File: src/rtl/mem_port_arbiter_if.sv
// Fetch, data and memory port bundle for mem_port_arbiter.
// master is the arbiter's view; slave is the core/memory side.
interface mem_port_arbiter_if;
  logic        if_req;
  logic [31:0] if_addr;
  logic        if_valid;
  logic [31:0] if_rdata;

  logic        d_req;
  logic        d_we;
  logic [3:0]  d_be;
  logic [31:0] d_addr;
  logic [31:0] d_wdata;
  logic        d_valid;
  logic [31:0] d_rdata;

  logic        mem_req;
  logic        mem_we;
  logic [3:0]  mem_be;
  logic [31:0] mem_addr;
  logic [31:0] mem_wdata;
  logic        mem_gnt;
  logic        mem_rvalid;
  logic [31:0] mem_rdata;

  logic        bus_err;
  logic        stall;

  modport master (
    input  if_req, if_addr, d_req, d_we, d_be, d_addr, d_wdata,
           mem_gnt, mem_rvalid, mem_rdata,
    output if_valid, if_rdata, d_valid, d_rdata,
           mem_req, mem_we, mem_be, mem_addr, mem_wdata, bus_err, stall
  );

  modport slave (
    output if_req, if_addr, d_req, d_we, d_be, d_addr, d_wdata,
           mem_gnt, mem_rvalid, mem_rdata,
    input  if_valid, if_rdata, d_valid, d_rdata,
           mem_req, mem_we, mem_be, mem_addr, mem_wdata, bus_err, stall
  );
endinterface

File: src/rtl/mem_port_arbiter.sv
// Two-port (fetch/data) arbiter onto a single gnt/rvalid memory port.
// One transaction in flight; data has priority, bounded by a fetch anti-starvation streak.
module mem_port_arbiter #(
  parameter int unsigned MAX_D_STREAK = 4,
  parameter int unsigned TIMEOUT      = 64
) (
  input logic                clock,
  input logic                reset,
  mem_port_arbiter_if.master bus
);

  localparam int unsigned SW = (MAX_D_STREAK > 0) ? $clog2(MAX_D_STREAK + 1) : 1;
  localparam int unsigned CW = (TIMEOUT > 1) ? $clog2(TIMEOUT) : 1;
  localparam logic [SW-1:0] StreakMax = SW'(MAX_D_STREAK);
  localparam logic [CW-1:0] WaitLast  = CW'(TIMEOUT - 1);

  typedef enum logic [1:0] {StIdle, StIssue, StWait, StResp} state_e;

  state_e        state_q, state_d;
  logic          owner_q, owner_d;  // 1: data port owns the transaction
  logic [SW-1:0] streak_q, streak_d;
  logic [CW-1:0] wait_cnt_q, wait_cnt_d;
  logic          err_q, err_d;
  logic          we_q, we_d;
  logic [3:0]    be_q, be_d;
  logic [31:0]   addr_q, addr_d;
  logic [31:0]   wdata_q, wdata_d;
  logic [31:0]   if_rdata_q, if_rdata_d;
  logic [31:0]   d_rdata_q, d_rdata_d;
  logic          fetch_win;
  logic          rsp_ok;
  logic          rsp_to;
  logic [31:0]   rsp_data;

  always_comb begin
    state_d    = state_q;
    owner_d    = owner_q;
    streak_d   = streak_q;
    wait_cnt_d = wait_cnt_q;
    err_d      = err_q;
    we_d       = we_q;
    be_d       = be_q;
    addr_d     = addr_q;
    wdata_d    = wdata_q;
    if_rdata_d = if_rdata_q;
    d_rdata_d  = d_rdata_q;
    fetch_win  = 1'b0;
    rsp_ok     = 1'b0;
    rsp_to     = 1'b0;
    rsp_data   = '0;

    unique case (state_q)
      StIdle: begin
        if (bus.if_req || bus.d_req) begin
          fetch_win = bus.if_req && (!bus.d_req || (streak_q == StreakMax));
          err_d     = 1'b0;
          state_d   = StIssue;
          if (fetch_win) begin
            owner_d  = 1'b0;
            we_d     = 1'b0;
            be_d     = 4'hF;
            addr_d   = bus.if_addr;
            wdata_d  = '0;
            streak_d = '0;
          end else begin
            owner_d = 1'b1;
            we_d    = bus.d_we;
            be_d    = bus.d_be;
            addr_d  = bus.d_addr;
            wdata_d = bus.d_wdata;
            // Only a data grant that overtook a waiting fetch counts toward the streak
            if (!bus.if_req) begin
              streak_d = '0;
            end else if (streak_q != StreakMax) begin
              streak_d = streak_q + 1'b1;
            end
          end
        end
      end
      StIssue: begin
        if (bus.mem_gnt) begin
          if (bus.mem_rvalid) begin
            rsp_ok  = 1'b1;
            state_d = StResp;
          end else begin
            wait_cnt_d = '0;
            state_d    = StWait;
          end
        end
      end
      StWait: begin
        if (bus.mem_rvalid) begin
          rsp_ok  = 1'b1;
          state_d = StResp;
        end else if (wait_cnt_q == WaitLast) begin
          rsp_to  = 1'b1;
          err_d   = 1'b1;
          state_d = StResp;
        end else begin
          wait_cnt_d = wait_cnt_q + 1'b1;
        end
      end
      StResp: state_d = StIdle;
      default: state_d = StIdle;
    endcase

    // Writes never touch rdata; a timed-out read returns zero
    if ((rsp_ok || rsp_to) && !we_q) begin
      rsp_data = rsp_ok ? bus.mem_rdata : '0;
      if (owner_q) begin
        d_rdata_d = rsp_data;
      end else begin
        if_rdata_d = rsp_data;
      end
    end
  end

  always_ff @(posedge clock) begin
    if (reset) begin
      state_q    <= StIdle;
      owner_q    <= 1'b0;
      streak_q   <= '0;
      wait_cnt_q <= '0;
      err_q      <= 1'b0;
      we_q       <= 1'b0;
      be_q       <= '0;
      addr_q     <= '0;
      wdata_q    <= '0;
      if_rdata_q <= '0;
      d_rdata_q  <= '0;
    end else begin
      state_q    <= state_d;
      owner_q    <= owner_d;
      streak_q   <= streak_d;
      wait_cnt_q <= wait_cnt_d;
      err_q      <= err_d;
      we_q       <= we_d;
      be_q       <= be_d;
      addr_q     <= addr_d;
      wdata_q    <= wdata_d;
      if_rdata_q <= if_rdata_d;
      d_rdata_q  <= d_rdata_d;
    end
  end

  assign bus.mem_req   = (state_q == StIssue);
  assign bus.mem_we    = we_q;
  assign bus.mem_be    = be_q;
  assign bus.mem_addr  = addr_q;
  assign bus.mem_wdata = wdata_q;
  assign bus.if_valid  = (state_q == StResp) && !owner_q;
  assign bus.d_valid   = (state_q == StResp) && owner_q;
  assign bus.bus_err   = (state_q == StResp) && err_q;
  assign bus.if_rdata  = if_rdata_q;
  assign bus.d_rdata   = d_rdata_q;
  assign bus.stall     = (bus.if_req && !bus.if_valid) || (bus.d_req && !bus.d_valid);

endmodule

File: src/flat_wrapper.sv
// flat-port wrapper written by rule: the top's interface ports become plain ports
module mem_port_arbiter_flat 
#(
  parameter int unsigned MAX_D_STREAK = 4,
  parameter int unsigned TIMEOUT      = 64
)
  (clock, reset, bus_if_req, bus_if_addr, bus_d_req, bus_d_we, bus_d_be, bus_d_addr, bus_d_wdata, bus_mem_gnt, bus_mem_rvalid, bus_mem_rdata, bus_if_valid, bus_if_rdata, bus_d_valid, bus_d_rdata, bus_mem_req, bus_mem_we, bus_mem_be, bus_mem_addr, bus_mem_wdata, bus_bus_err, bus_stall);
  mem_port_arbiter_if bus_i ();
  input logic clock;
  input logic reset;
  input wire logic [$bits(bus_i.if_req)-1:0] bus_if_req;
  input wire logic [$bits(bus_i.if_addr)-1:0] bus_if_addr;
  input wire logic [$bits(bus_i.d_req)-1:0] bus_d_req;
  input wire logic [$bits(bus_i.d_we)-1:0] bus_d_we;
  input wire logic [$bits(bus_i.d_be)-1:0] bus_d_be;
  input wire logic [$bits(bus_i.d_addr)-1:0] bus_d_addr;
  input wire logic [$bits(bus_i.d_wdata)-1:0] bus_d_wdata;
  input wire logic [$bits(bus_i.mem_gnt)-1:0] bus_mem_gnt;
  input wire logic [$bits(bus_i.mem_rvalid)-1:0] bus_mem_rvalid;
  input wire logic [$bits(bus_i.mem_rdata)-1:0] bus_mem_rdata;
  output wire logic [$bits(bus_i.if_valid)-1:0] bus_if_valid;
  output wire logic [$bits(bus_i.if_rdata)-1:0] bus_if_rdata;
  output wire logic [$bits(bus_i.d_valid)-1:0] bus_d_valid;
  output wire logic [$bits(bus_i.d_rdata)-1:0] bus_d_rdata;
  output wire logic [$bits(bus_i.mem_req)-1:0] bus_mem_req;
  output wire logic [$bits(bus_i.mem_we)-1:0] bus_mem_we;
  output wire logic [$bits(bus_i.mem_be)-1:0] bus_mem_be;
  output wire logic [$bits(bus_i.mem_addr)-1:0] bus_mem_addr;
  output wire logic [$bits(bus_i.mem_wdata)-1:0] bus_mem_wdata;
  output wire logic [$bits(bus_i.bus_err)-1:0] bus_bus_err;
  output wire logic [$bits(bus_i.stall)-1:0] bus_stall;
  assign bus_i.if_req = bus_if_req;
  assign bus_i.if_addr = bus_if_addr;
  assign bus_i.d_req = bus_d_req;
  assign bus_i.d_we = bus_d_we;
  assign bus_i.d_be = bus_d_be;
  assign bus_i.d_addr = bus_d_addr;
  assign bus_i.d_wdata = bus_d_wdata;
  assign bus_i.mem_gnt = bus_mem_gnt;
  assign bus_i.mem_rvalid = bus_mem_rvalid;
  assign bus_i.mem_rdata = bus_mem_rdata;
  assign bus_if_valid = bus_i.if_valid;
  assign bus_if_rdata = bus_i.if_rdata;
  assign bus_d_valid = bus_i.d_valid;
  assign bus_d_rdata = bus_i.d_rdata;
  assign bus_mem_req = bus_i.mem_req;
  assign bus_mem_we = bus_i.mem_we;
  assign bus_mem_be = bus_i.mem_be;
  assign bus_mem_addr = bus_i.mem_addr;
  assign bus_mem_wdata = bus_i.mem_wdata;
  assign bus_bus_err = bus_i.bus_err;
  assign bus_stall = bus_i.stall;
  mem_port_arbiter #(.MAX_D_STREAK(MAX_D_STREAK), .TIMEOUT(TIMEOUT)) u_core (.clock(clock), .reset(reset), .bus(bus_i));
endmodule
File: config.mk
export PLATFORM = sky130hd
export DESIGN_NAME = mem_port_arbiter_flat
export DESIGN_NICKNAME = d
export VERILOG_FILES = /design/src/rtl/mem_port_arbiter_if.sv /design/src/rtl/mem_port_arbiter.sv /design/src/flat_wrapper.sv
export SDC_FILE = /design/constraint.sdc
export NUM_CORES = 1
export LEC_CHECK = 0
export BUFFER_PORTS_ARGS = -buffer_cell sky130_fd_sc_hd__buf_2
export CORE_UTILIZATION = 43
export CTS_CLUSTER_SIZE = 25
export DETAILED_ROUTE_END_ITERATION = 10
export PLACE_DENSITY = 0.74
export SYNTH_ARGS = -nofsm -noshare
export SYNTH_HDL_FRONTEND = slang
export SYNTH_SLANG_ARGS = --single-unit
export TNS_END_PERCENT = 1
File: constraint.sdc
create_clock -name clock -period 1.95 [get_ports clock]
set_input_delay 0.0975 -clock clock [delete_from_list [all_inputs] [get_ports clock]]
set_output_delay 0.0975 -clock clock [all_outputs]
set_load 0.02 [all_outputs]
**Word level (Yosys, flattened, before mapping)**

Index checks and enable logic that the tools add are counted.

- Add/sub/neg operators: 2
- Multiply operators: 0
- Divide/modulo/power cells: 0
- Magnitude comparators: 0
- Equal/unequal tests: 14
- Shifts and indexed selects: 0
- Multiplexer cells: 30
- Bitwise gates (word level): 1
- Reduce and logical (&&, ||, !) cells: 26

Operator list:

| kind | number |
|---|---|
| 2-to-1 mux 32 bit | 3 |
| 2-to-1 mux 6 bit | 4 |
| one-hot mux 6 bit (2 select lines) | 1 |
| 2-to-1 mux 1 bit | 11 |
| 2-to-1 mux 3 bit | 3 |
| 2-to-1 mux 2 bit | 4 |
| != test 2 bit (second input constant) | 4 |
| one-hot mux 2 bit (4 select lines) | 1 |
| logical AND 1 bit | 7 |
| adder 6 x 1 -> 6 bit (second input constant) | 1 |
| equality test 6 bit (second input constant) | 1 |
| AND reduction 2 bit | 3 |
| AND reduction 3 bit | 2 |
| logical NOT 1 bit | 5 |
| AND reduction 5 bit | 1 |
| equality test 2 bit (second input constant) | 2 |
| logical OR 1 bit | 4 |
| 2-to-1 mux 4 bit | 1 |
| != test 2 x 1 -> 1 bit (second input constant) | 2 |
| one-hot mux 1 bit (2 select lines) | 2 |
| AND reduction 4 bit | 1 |
| nonzero test 2 bit | 2 |
| adder 3 x 1 -> 3 bit (second input constant) | 1 |
| equality test 3 bit (second input constant) | 1 |
| other kinds (6) | 6 |

- Bits in registers: 146
- Latch bits: 0
- RAM bits: 0
- Memory bits (read-only): 0
- Bits of input ports: 139
- Output and inout bits: 138
- Memories kept: 0

**Logic depth before layout (Yosys ltp)**

Gate-level depths: netlist of the first run.

- Depth in word-level cells: 7
- Gate-level depth with buffers: 8
- Gate-level depth less buffers: 6

**Worst setup path after synthesis of the first run**

OpenSTA, ideal clock, no wires.

- Path type: register to register
- Start: reg u_core.state_q[1]
- End: reg u_core.wait_cnt_q[3]
- Setup time: 0.070 ns
- Arrival time: 1.973 ns
- Required time: 1.880 ns
- Path slack: -0.092 ns
- Cell stages (with the launch flop): 8
- Buffers on the path: 1
- Clock period less this slack: 2.042 ns
- Cell sequence: dfxtp_1 > inv_1 > ha_1 > nor2b_1 > or3_1 > buf_2 > or4_1 > a21oi_1

- Longest elaborated chain between the ends: 3

Ends and longest elaborated chain:

| item | RTL line | source |
|---|---|---|
| from (decl) | mem_port_arbiter.sv:19 | `state_e state_q, state_d;` |
| from (signal assigned) | mem_port_arbiter.sv:120 | `state_q <= StIdle;` |
| from (signal assigned) | mem_port_arbiter.sv:132 | `state_q <= state_d;` |
| equality test 2 x 1 -> 1 bit (*) | n/a |  |
| named net bus_mem_req | flat_wrapper.sv:25 | `output wire logic [$bits(bus_i.mem_req)-1:0] bus_mem_req;` |
| != test 2 bit (no line) or nonzero test 2 bit (tied branches) | n/a |  |
| AND reduction 5 bit (no line) | n/a |  |
| to (signal assigned) | mem_port_arbiter.sv:135 | `wait_cnt_q <= wait_cnt_d;` |
| to (decl) | mem_port_arbiter.sv:22 | `logic [CW-1:0] wait_cnt_q, wait_cnt_d;` |

The timed path passes the listed nets; every way through them passes the cells marked *.
A chain may end at the register's enable or synchronous reset.

**Worst setup path after layout of the first run**

- Start: reg u_core.state_q[1]
- End: reg u_core.wait_cnt_q[3]

- Longest elaborated chain between the ends: 3

Ends and longest elaborated chain:

| item | RTL line | source |
|---|---|---|
| equality test 2 bit or equality test 2 x 1 -> 1 bit (tied branches) | mem_port_arbiter.sv:52 | `unique case (state_q)` |
| != test 2 bit (no line) or nonzero test 2 bit (tied branches) | n/a |  |
| AND reduction 5 bit (no line) | n/a |  |

Parallel ways exist; a longest one is shown, timed or not.

==> results.toml, run 1 <==
[placed_design]
dp.final_hpwl_um = 12800
port_buffers = 276
post-place-ws_ns = -0.007535
place_area_um2 = 8119
dp.cells = 1197
place_congestion = 0.8402

[global_routing]
track_usage_pct = 26.62
grt_max_degree = 89
antenna_found_initial = 0
grt.overflow.total = 0
grt_pass1_wl_um = 33320
grt_pass1_vias = 6670

[sta]
fin_crit_ns = 1.865
report.final.slew_viol_count = 0
fin_skew_ns = 0.01151
tns_ns = 0
min_period_over_period_pct = 95.64
rsz0062_at_grt = "true"
fmax_ghz = 0.5362
slew_headroom_pct = 59.61
finalSetupViolCount = 0
tightest_slew_ns = 0.6036
finalHoldViolCount = 0
setup_ws_ns = 0.08501

[synthesis]
netlist_area_um2 = 6431
yosysTopAreaCell = "dfxtp_1"
ys_warn_count = 0
synthTopCellsByArea = "dfxtp_1, nand3_1, a31oi_1"
yosysSeqAreaShare_pct = 45.45
ys_ff_latch = 146
synth_top_area_share_pct = 45.45
syn_inst = 782
syn-num-nets = 929
synth_cell_types = 34
syn_avg_cell_area_um2 = 8.224

[pwr]
vdd_drop_max_uv = 640.4
internal_power_mw = 7.123
power_switching_share_pct = 38.26
combPwrFrac_pct = 36.9
power_density_nw_per_um2 = 1203
power_leakage_nw = 4.270
pwr-share-clk_pct = 28.6
seqPwrFrac_pct = 34.5
power_switching_mw = 4.413

[clock_network]
clk_latency_ns = 0.43
path_clk_slew_ns = 0.06
clockRootBuffer = "clkbuf_16"
cts_max_path_buffers = 2
numCtsBuffers = 17
cts_num_sinks = 146
cts_htree_levels = 4
cts_tree = "done"

[finish]
syn_to_final_growth_pct = 49.16
fin_cells = 1312
final_area_um2 = 9593
final_net_count = 1262
drive_above_1_share_pct = 32.00
diodes = 0
fin_util_pct = 65.75

[worst_setup_path]
critical_path_required_ns = 2.30
end_kind = "flop"
cp.arrival_ns = 2.22
cp-start-kind = "flop"
crit_fanout = 6
crit_type = "flop to flop"

[floorplanning]
die_w_um = 124.3
initial_utilization_pct = 44.08
dieArea_um2 = 15450
io_pins = 277
core_um2 = 14590
num_rows = 44
die_h_um = 124.3

[status]
status = "finished, final reports clean"

[routing]
wl_per_cell_um = 15.97
drtIter0Drc = 586
vias = 7215
firstDrtPassIters = 7
drcViolationCount = 0
avgViaCountPerCell = 5.499
wl_um = 20960
ant_nets = 0

[job]
maxCapViolCount = 0

[hold_path]
min_path_type = "input port to flop"
[final timing paths]
path,cells after the start,to,slack (ns),start
max,6,u_core.wait_cnt_q[3],0.09,u_core.state_q[1]
min,3,u_core.bus.mem_addr[18],0.02,bus_d_addr[18]
max reg2reg,6,u_core.wait_cnt_q[3],0.09,u_core.state_q[1]
min reg2reg,2,u_core.bus.mem_wdata[6],0.45,u_core.bus.mem_wdata[6]
[routing by layer]
metal	routed length [µm]	vias up	share of wire, %	global-route usage, %
li1	-	3511	-	-
met1	8456	3299	40	31.61
met2	10410	354	50	45.34
met3	1295	51	6.2	5.069
met4	798	0	3.8	14.10
met5	0	-	0	0
[cells in the mapped netlist]
cell,number
dfxtp_1,146
nand3_1,135
a21oi_1,74
a31oi_1,65
nor2_1,51
clkbuf_1,48
nand2_1,42
a211oi_1,39
nor2b_1,36
o21ai_0,35
mux2i_1,34
buf_2,19
buf_1,10
ha_1,8
inv_1,7
nor3_1,6
o31ai_1,4
or4_1,3
and2_1,2
nand2b_1,2
or2_2,2
or3_1,2
a21bo_2,1
a2bb2oi_1,1
a311oi_1,1
a31o_2,1
a41o_2,1
and3b_1,1
nand3b_1,1
nand4b_1,1
nor2_2,1
nor3b_1,1
o21ai_1,1
or4b_1,1
[sequential cells by signal (all words and copies together) (netlist names)]
name	cells
u_core.bus.d_rdata	32
u_core.bus.if_rdata	32
u_core.bus.mem_addr	32
u_core.bus.mem_wdata	32
u_core.wait_cnt_q	6
u_core.bus.mem_be	4
u_core.streak_q	3
u_core.state_q	2
u_core.bus.mem_we	1
u_core.err_q	1
u_core.owner_q	1
[timing repair]
| item | 4_1_cts | 5_1_grt |
|---|---|---|
| cloned | 1 | 0 |
| hold buffers | 82 | 0 |
| gates resized for setup | 2 | 8 |
| endpoints found under the hold margin | 106 | 0 |
| setup endpoints to repair | 7 | 77 |
| buffers inserted | 0 | 0 |
[placed cells by master, fill, tap and decap left out, types with 2 or more instances in the layout]
cell and n:
dfxtp_2 2, nor2_2 2, buf_4 24, or4_1 3
inv_1 7, inv_6 5, bufinv_16 2, clkbuf_8 2
clkinv_2 2, ha_1 7, clkinv_4 2, nor3_1 6
clkbuf_16 17, nand2_1 40, dfxtp_1 144, mux2i_1 34
nand2b_1 2, a21oi_1 73, o31ai_1 4, o21ai_0 35
clkinvlp_4 2, and2_1 2, nor2b_1 33, dlygate4sd3_1 82
buf_12 8, a211oi_1 39, nor2b_4 2, buf_2 275
a31oi_1 65, nand3_1 135, nor2_1 49
[cell families (layout without fill, tap and decap cells)]
group,Yosys count,count (layout),synth area share (%)
DFF,146,146,45.45
adders and majority gates,8,8,1.556
AOI/OAI and AO/OA,223,223,20.64
buffers and inverters,84,430,5.272
muxes,34,34,5.292
and+or+nand+nor,287,287,21.79
[metrics by stage]
| stage | hold slack, ns | power (mW) |
|---|---|---|
| 4_1_cts | 0.0003980 | 11.55 |
| 2_1_floorplan | 0.2494 | 6.561 |
| 3_5_place_dp | 0.3595 | 8.097 |
| 3_3_place_gp | 0.3549 | 8.037 |
| 6_report | 0.01952 | 11.54 |
| 5_1_grt | 0.03084 | 12.13 |
[critical path, cell delays in order, from the launching register on]
cell	delay [ns]
dfxtp_2	0.36
inv_1	0.08
ha_2	0.22
nor2b_1	0.17
or3_4	0.36
or4_1	0.47
a21oi_1	0.14
[power groups by stage]
| stage | registers, mW | logic (mW) | clock network [mW] |
|---|---|---|---|
| after floorplan | 4.74 | 1.82 | 0 |
| after global placement | 4.00 | 4.04 | 0 |
| after detailed placement | 4.01 | 4.08 | 0 |
| after CTS | 3.96 | 4.22 | 3.37 |
| after global routing | 4.06 | 4.58 | 3.48 |
| final | 3.98 | 4.26 | 3.30 |
[cell type report]
type	count	area, µm²
Timing Repair Buffer	391	2576
Inverter	7	26.28
Fill cell	1181	4996
Tap cell	184	230.2
Clock inverter	13	146.4
Multi-Input combinational cell	552	3236
Clock buffer	19	452.9
Sequential cell	146	2925
Power figures use the tool's default switching activity.
==> run 2, diff against run 1 <==
--- a/config.mk
+++ b/config.mk
@@ -6,10 +6,12 @@
 export NUM_CORES = 1
 export LEC_CHECK = 0
 export BUFFER_PORTS_ARGS = -buffer_cell sky130_fd_sc_hd__buf_2
-export CORE_UTILIZATION = 43
+export CELL_PAD_IN_SITES_DETAIL_PLACEMENT = 1
+export CELL_PAD_IN_SITES_GLOBAL_PLACEMENT = 1
+export CORE_UTILIZATION = 30
 export CTS_CLUSTER_SIZE = 25
 export DETAILED_ROUTE_END_ITERATION = 10
-export PLACE_DENSITY = 0.74
+export PLACE_DENSITY_LB_ADDON = 0.15
 export SYNTH_ARGS = -nofsm -noshare
 export SYNTH_HDL_FRONTEND = slang
 export SYNTH_SLANG_ARGS = --single-unit
==> results.toml, run 2 (same netlist as run 1, synthesis figures left out) <==
[worst_setup_path]
worstRegToRegCells = 9
crit_fanout = 47
end_kind = "flop"
crit_slowest_cell = "dfxtp_1"
crit_type = "flop to flop"
critical_path_required_ns = 2.25
cp_cell_sequence = "inv_1 -> ha_2 -> buf_4 -> a21oi_1 -> buf_4 -> nor2_4 -> buf_12 -> a31oi_1 -> a21oi_1"
r2r_setup_slack_ns = 0.06
cp.arrival_ns = 2.19
cp-start-kind = "flop"
r2r-start = "u_core.state_q[1]"
max_stage_delay_ns = 0.37
timing.rr.end = "u_core.bus.d_rdata[28]"

[clock_network]
cts_htree_levels = 4
cts_setup_buffers = 0
clockRootBuffer = "clkbuf_16"
numCtsBuffers = 17
cts_num_sinks = 146
cts_max_path_buffers = 2
path_clk_slew_ns = 0.06
cts_tree = "done"
clk_latency_ns = 0.43

[floorplanning]
die_w_um = 148.4
core_um2 = 21020
initial_utilization_pct = 30.59
num_rows = 53
dieArea_um2 = 22030
die_h_um = 148.4
io_pins = 277

[placed_design]
port_buffers = 276
place_congestion = 0.7519
dp.cells = 1300
dp.final_hpwl_um = 15380
place_area_um2 = 8386

[hold_path]
hold_path_end = "u_core.bus.mem_addr[2]"
worstHoldStart = "bus_if_addr[2]"
min_path_type = "input port to flop"
min_path_cells = 3

[pwr]
power_leakage_nw = 4.309
combPwrFrac_pct = 38.4
vdd_drop_max_uv = 482.8
pwr-share-clk_pct = 27.1
power_density_nw_per_um2 = 1186
power_switching_share_pct = 39.81
power_switching_mw = 4.601
internal_power_mw = 6.957
seqPwrFrac_pct = 34.5

[global_routing]
grt_pass1_vias = 7381
track_usage_pct = 21.19
grt_max_degree = 65
grt.overflow.total = 0
antenna_found_initial = 0
grt_pass1_wl_um = 37380

[finish]
fin_cells = 1409
diodes = 0
final_net_count = 1268
syn_to_final_growth_pct = 51.54
fillers = 2560
final_common_cell = "buf_2"
fin_util_pct = 46.36
drive_above_1_share_pct = 32.45
layout_common_cells = "buf_2, dfxtp_1, nand3_1"
final_area_um2 = 9746

[routing]
wl_per_cell_um = 16.75
drt-met1-wl_um = 10360
wl_um = 23610
vias = 7190
met2WireLength_um = 11450
dr.max_layer_used = "met4"
firstDrtPassIters = 4
drcViolationCount = 0
ant_nets = 0
drtIter0Drc = 235
avgViaCountPerCell = 5.103
routed-wl-met3_um = 1313

[sta]
fmax_ghz = 0.5288
finalSetupViolCount = 0
tns_ns = 0
rsz0062_at_grt = "true"
report.final.slew_viol_count = 0
tightest_slew_ns = 0.5211
slew_headroom_pct = 65.13
fin_crit_ns = 1.891
finalHoldViolCount = 0
fin_skew_ns = 0.009731
min_period_over_period_pct = 96.97

[status]
status = "finished, final reports clean"

[job]
maxCapViolCount = 0
run 2: changes by cell type in the layout (fill, tap and decap cells not counted), sizes merged:
cell,delta
buf,+11
dlygate4sd3,-6
bufinv,-2
inv,+2
clkinvlp,+1
run 2: routing by layer:
metal | track usage, % | vias to the layer above
met5 | 0 | -
met4 | 7.732 | 0
met3 | 5.153 | 30
met2 | 36.69 | 216
met1 | 25.31 | 3435
li1 | - | 3509
run 2: worst max path at each step:
stage                      startpoint                      end
floorplan           u_core.state_q[1]     u_core.wait_cnt_q[3]
global placement    u_core.state_q[1]     u_core.wait_cnt_q[3]
detailed placement  u_core.state_q[1]     u_core.wait_cnt_q[3]
CTS                 u_core.state_q[0]  u_core.bus.if_rdata[27]
global route        u_core.state_q[1]   u_core.bus.d_rdata[28]
finish              u_core.state_q[1]   u_core.bus.d_rdata[28]
run 2: critical path, delay by kind of cell, from the launching register on:
kind,cells,cell delay (ns)
adder cells (fa/ha/maj),1,0.21
AND/OR/NAND/NOR,1,0.04
buffers and inverters,4,0.60
AO/OA/AOI/OAI,3,0.52
flip-flops,1,0.37
run 2: power by group through the flow:
| stage | logic, mW | clock network [mW] | registers (mW) |
|---|---|---|---|
| after global placement | 4.28 | 0 | 4.02 |
| after global routing | 4.82 | 3.35 | 4.08 |
| after detailed placement | 4.31 | 0 | 4.04 |
| final | 4.43 | 3.13 | 3.99 |
| after CTS | 4.44 | 3.24 | 3.99 |
| after floorplan | 1.82 | 0 | 4.74 |
run 2: stage by stage:
step	power, mW	setup slack, ns	hold slack [ns]
2_1_floorplan	6.561	-0.000007550	0.2494
3_3_place_gp	8.298	0.01277	0.3592
3_5_place_dp	8.345	0.01531	0.3619
4_1_cts	11.67	0.01123	0.0002265
5_1_grt	12.24	-0.02120	0.007309
6_report	11.56	0.05908	0.01999
run 2: final cells by class:
cell class | count | area [µm²] | share of cell area (%)
flip-flops and latches | 146 | 2923 | 29.99
clock buffers | 18 | 439.2 | 4.506
well taps | 275 | 344.1 | 3.531
inverters | 7 | 26.28 | 0.2696
clock inverters | 14 | 120.1 | 1.233
multi-input cells | 552 | 3227 | 33.11
repair buffers | 397 | 2666 | 27.36
run 2: repair_timing:
item / 4_1_cts / 5_1_grt
gates resized for setup: 1 / 3
hold buffers: 76 / 0
hold endpoints to repair: 102 / 0
gates cloned: 0 / 1
setup endpoints to repair: 1 / 66
==> run 3, diff against run 2 <==
--- a/config.mk
+++ b/config.mk
@@ -8,7 +8,7 @@
 export BUFFER_PORTS_ARGS = -buffer_cell sky130_fd_sc_hd__buf_2
 export CELL_PAD_IN_SITES_DETAIL_PLACEMENT = 1
 export CELL_PAD_IN_SITES_GLOBAL_PLACEMENT = 1
-export CORE_UTILIZATION = 30
+export CORE_UTILIZATION = 36
 export CTS_CLUSTER_SIZE = 25
 export DETAILED_ROUTE_END_ITERATION = 10
 export PLACE_DENSITY_LB_ADDON = 0.15
==> constraint.sdc (replaced) <==
create_clock -name clock -period 2.4 [get_ports clock]
set_input_delay 0.12 -clock clock [delete_from_list [all_inputs] [get_ports clock]]
set_output_delay 0.12 -clock clock [all_outputs]
set_load 0.02 [all_outputs]
==> results.toml, run 3 (same netlist as run 1, synthesis figures left out) <==
[placed_design]
port_buffers = 276
post-place-ws_ns = 0.2811
place_congestion = 0.7491
dp.final_hpwl_um = 14780

[worst_setup_path]
crit_type = "flop to flop"
end_kind = "flop"
r2r-start = "u_core.state_q[0]"
crit_fanout = 64
cp.arrival_ns = 2.47
timing.rr.end = "u_core.bus.if_rdata[24]"
worstRegToRegCells = 7
cp-start-kind = "flop"
crit_start = "u_core.state_q[0]"
critical_path_required_ns = 2.68
r2r_setup_slack_ns = 0.21

[sta]
finalHoldViolCount = 0
min_period_over_period_pct = 91.17
setup_ws_ns = 0.2120
tns_ns = 0
slew_headroom_pct = 54.71
finalSetupViolCount = 0
fin_skew_ns = 0.008134
rsz0062_at_grt = "false"
report.final.slew_viol_count = 0
fin_crit_ns = 2.188
tightest_slew_ns = 0.6784
fmax_ghz = 0.4570

[clock_network]
path_clk_slew_ns = 0.06
cts_num_sinks = 146
clockRootBuffer = "clkbuf_16"
cts_setup_buffers = 0
cts_htree_levels = 4
cts_max_path_buffers = 2
clk_latency_ns = 0.42
numCtsBuffers = 17
cts_tree = "done"

[routing]
wl_per_cell_um = 17.28
wl_um = 22810
vias = 6981
avgViaCountPerCell = 5.289
drcViolationCount = 0
firstDrtPassIters = 4
drtIter0Drc = 331
ant_nets = 0

[global_routing]
grt_pass1_wl_um = 35700
grt.overflow.total = 0
grt_pass1_vias = 7054
antenna_found_initial = 2
track_usage_pct = 24.52
grt_max_degree = 106

[finish]
drive_above_1_share_pct = 31.20
final_net_count = 1227
final_common_cell = "buf_2"
layout_common_cells = "buf_2, dfxtp_1, nand3_1"
fin_util_pct = 53.63
syn_to_final_growth_pct = 44.75

[pwr]
total_power_mw = 9.417
vdd_drop_max_uv = 535.3
power_leakage_nw = 4.107
power_density_nw_per_um2 = 1012

[floorplanning]
io_pins = 277
num_rows = 48
core_um2 = 17360
initial_utilization_pct = 37.05
die_h_um = 135.7
dieArea_um2 = 18400
die_w_um = 135.7

[status]
status = "finished, final reports clean"

[job]
maxCapViolCount = 0

[hold_path]
worstHoldStart = "bus_d_be[2]"
min_path_cells = 3
hold_path_end = "u_core.bus.mem_be[2]"
min_path_type = "input port to flop"
-- run 3: through the flow --
step | hold WS, ns | std cells | instance area, µm²
final | 0.01638 | 1320 | 9309
after detailed placement | 0.3839 | 1226 | 8078
after floorplan | 0.2719 | 782 | 6431
after global routing | 0.009165 | 1319 | 9306
after global placement | 0.3804 | 1226 | 8078
after CTS | 0.003768 | 1318 | 9304
-- run 3: power breakdown --
group	internal (mW)	total [mW]	switching, mW	leakage, nW
combinational	1.14	3.33	2.19	2.62
sequential	2.94	3.27	0.331	1.19
clock	1.71	2.82	1.11	0.294
total	5.79	9.42	3.63	4.11
-- run 3: worst max-delay path by stage --
| stage | to | slack [ns] |
|---|---|---|
| after CTS | u_core.bus.if_rdata[24] | 0.24 |
| after floorplan | u_core.wait_cnt_q[3] | 0.36 |
| final | u_core.bus.if_rdata[24] | 0.21 |
| after global placement | u_core.wait_cnt_q[3] | 0.34 |
| after detailed placement | u_core.wait_cnt_q[3] | 0.28 |
| after global routing | u_core.wait_cnt_q[3] | 0.09 |
-- run 3: worst max-delay path, cell delays in order (launching register included) --
cell and delay [ns]:
dfxtp_1 0.35, inv_1 0.14, ha_1 0.17, nor2b_1 0.20, or4b_2 0.65, buf_12 0.22, nand3_1 0.17, a31oi_1 0.11
-- run 3: metal layers --
layer  GRT usage (%)  wire [µm]  up-vias
met2           43.28      11410      216
met1           27.79       9348     3281
met4           10.42        663        2
met5               0         13        -
li1                -          -     3436
met3           6.210       1367       46
-- run 3: final cells by class --
cell class / instances / area, µm²
clock inverters: 13 / 172.7
inverters: 7 / 26.28
well taps: 225 / 281.5
diodes: 2 / 5.005
repair buffers: 356 / 2235
clock buffers: 19 / 452.9
flip-flops and latches: 146 / 2923
multi-input cells: 552 / 3213
fillers: 2113 / 8048
-- run 3: repair_timing --
item                      in CTS  in global routing
hold endpoints to repair      60                  0
hold buffers                  60                  0
resized for setup              0                  0
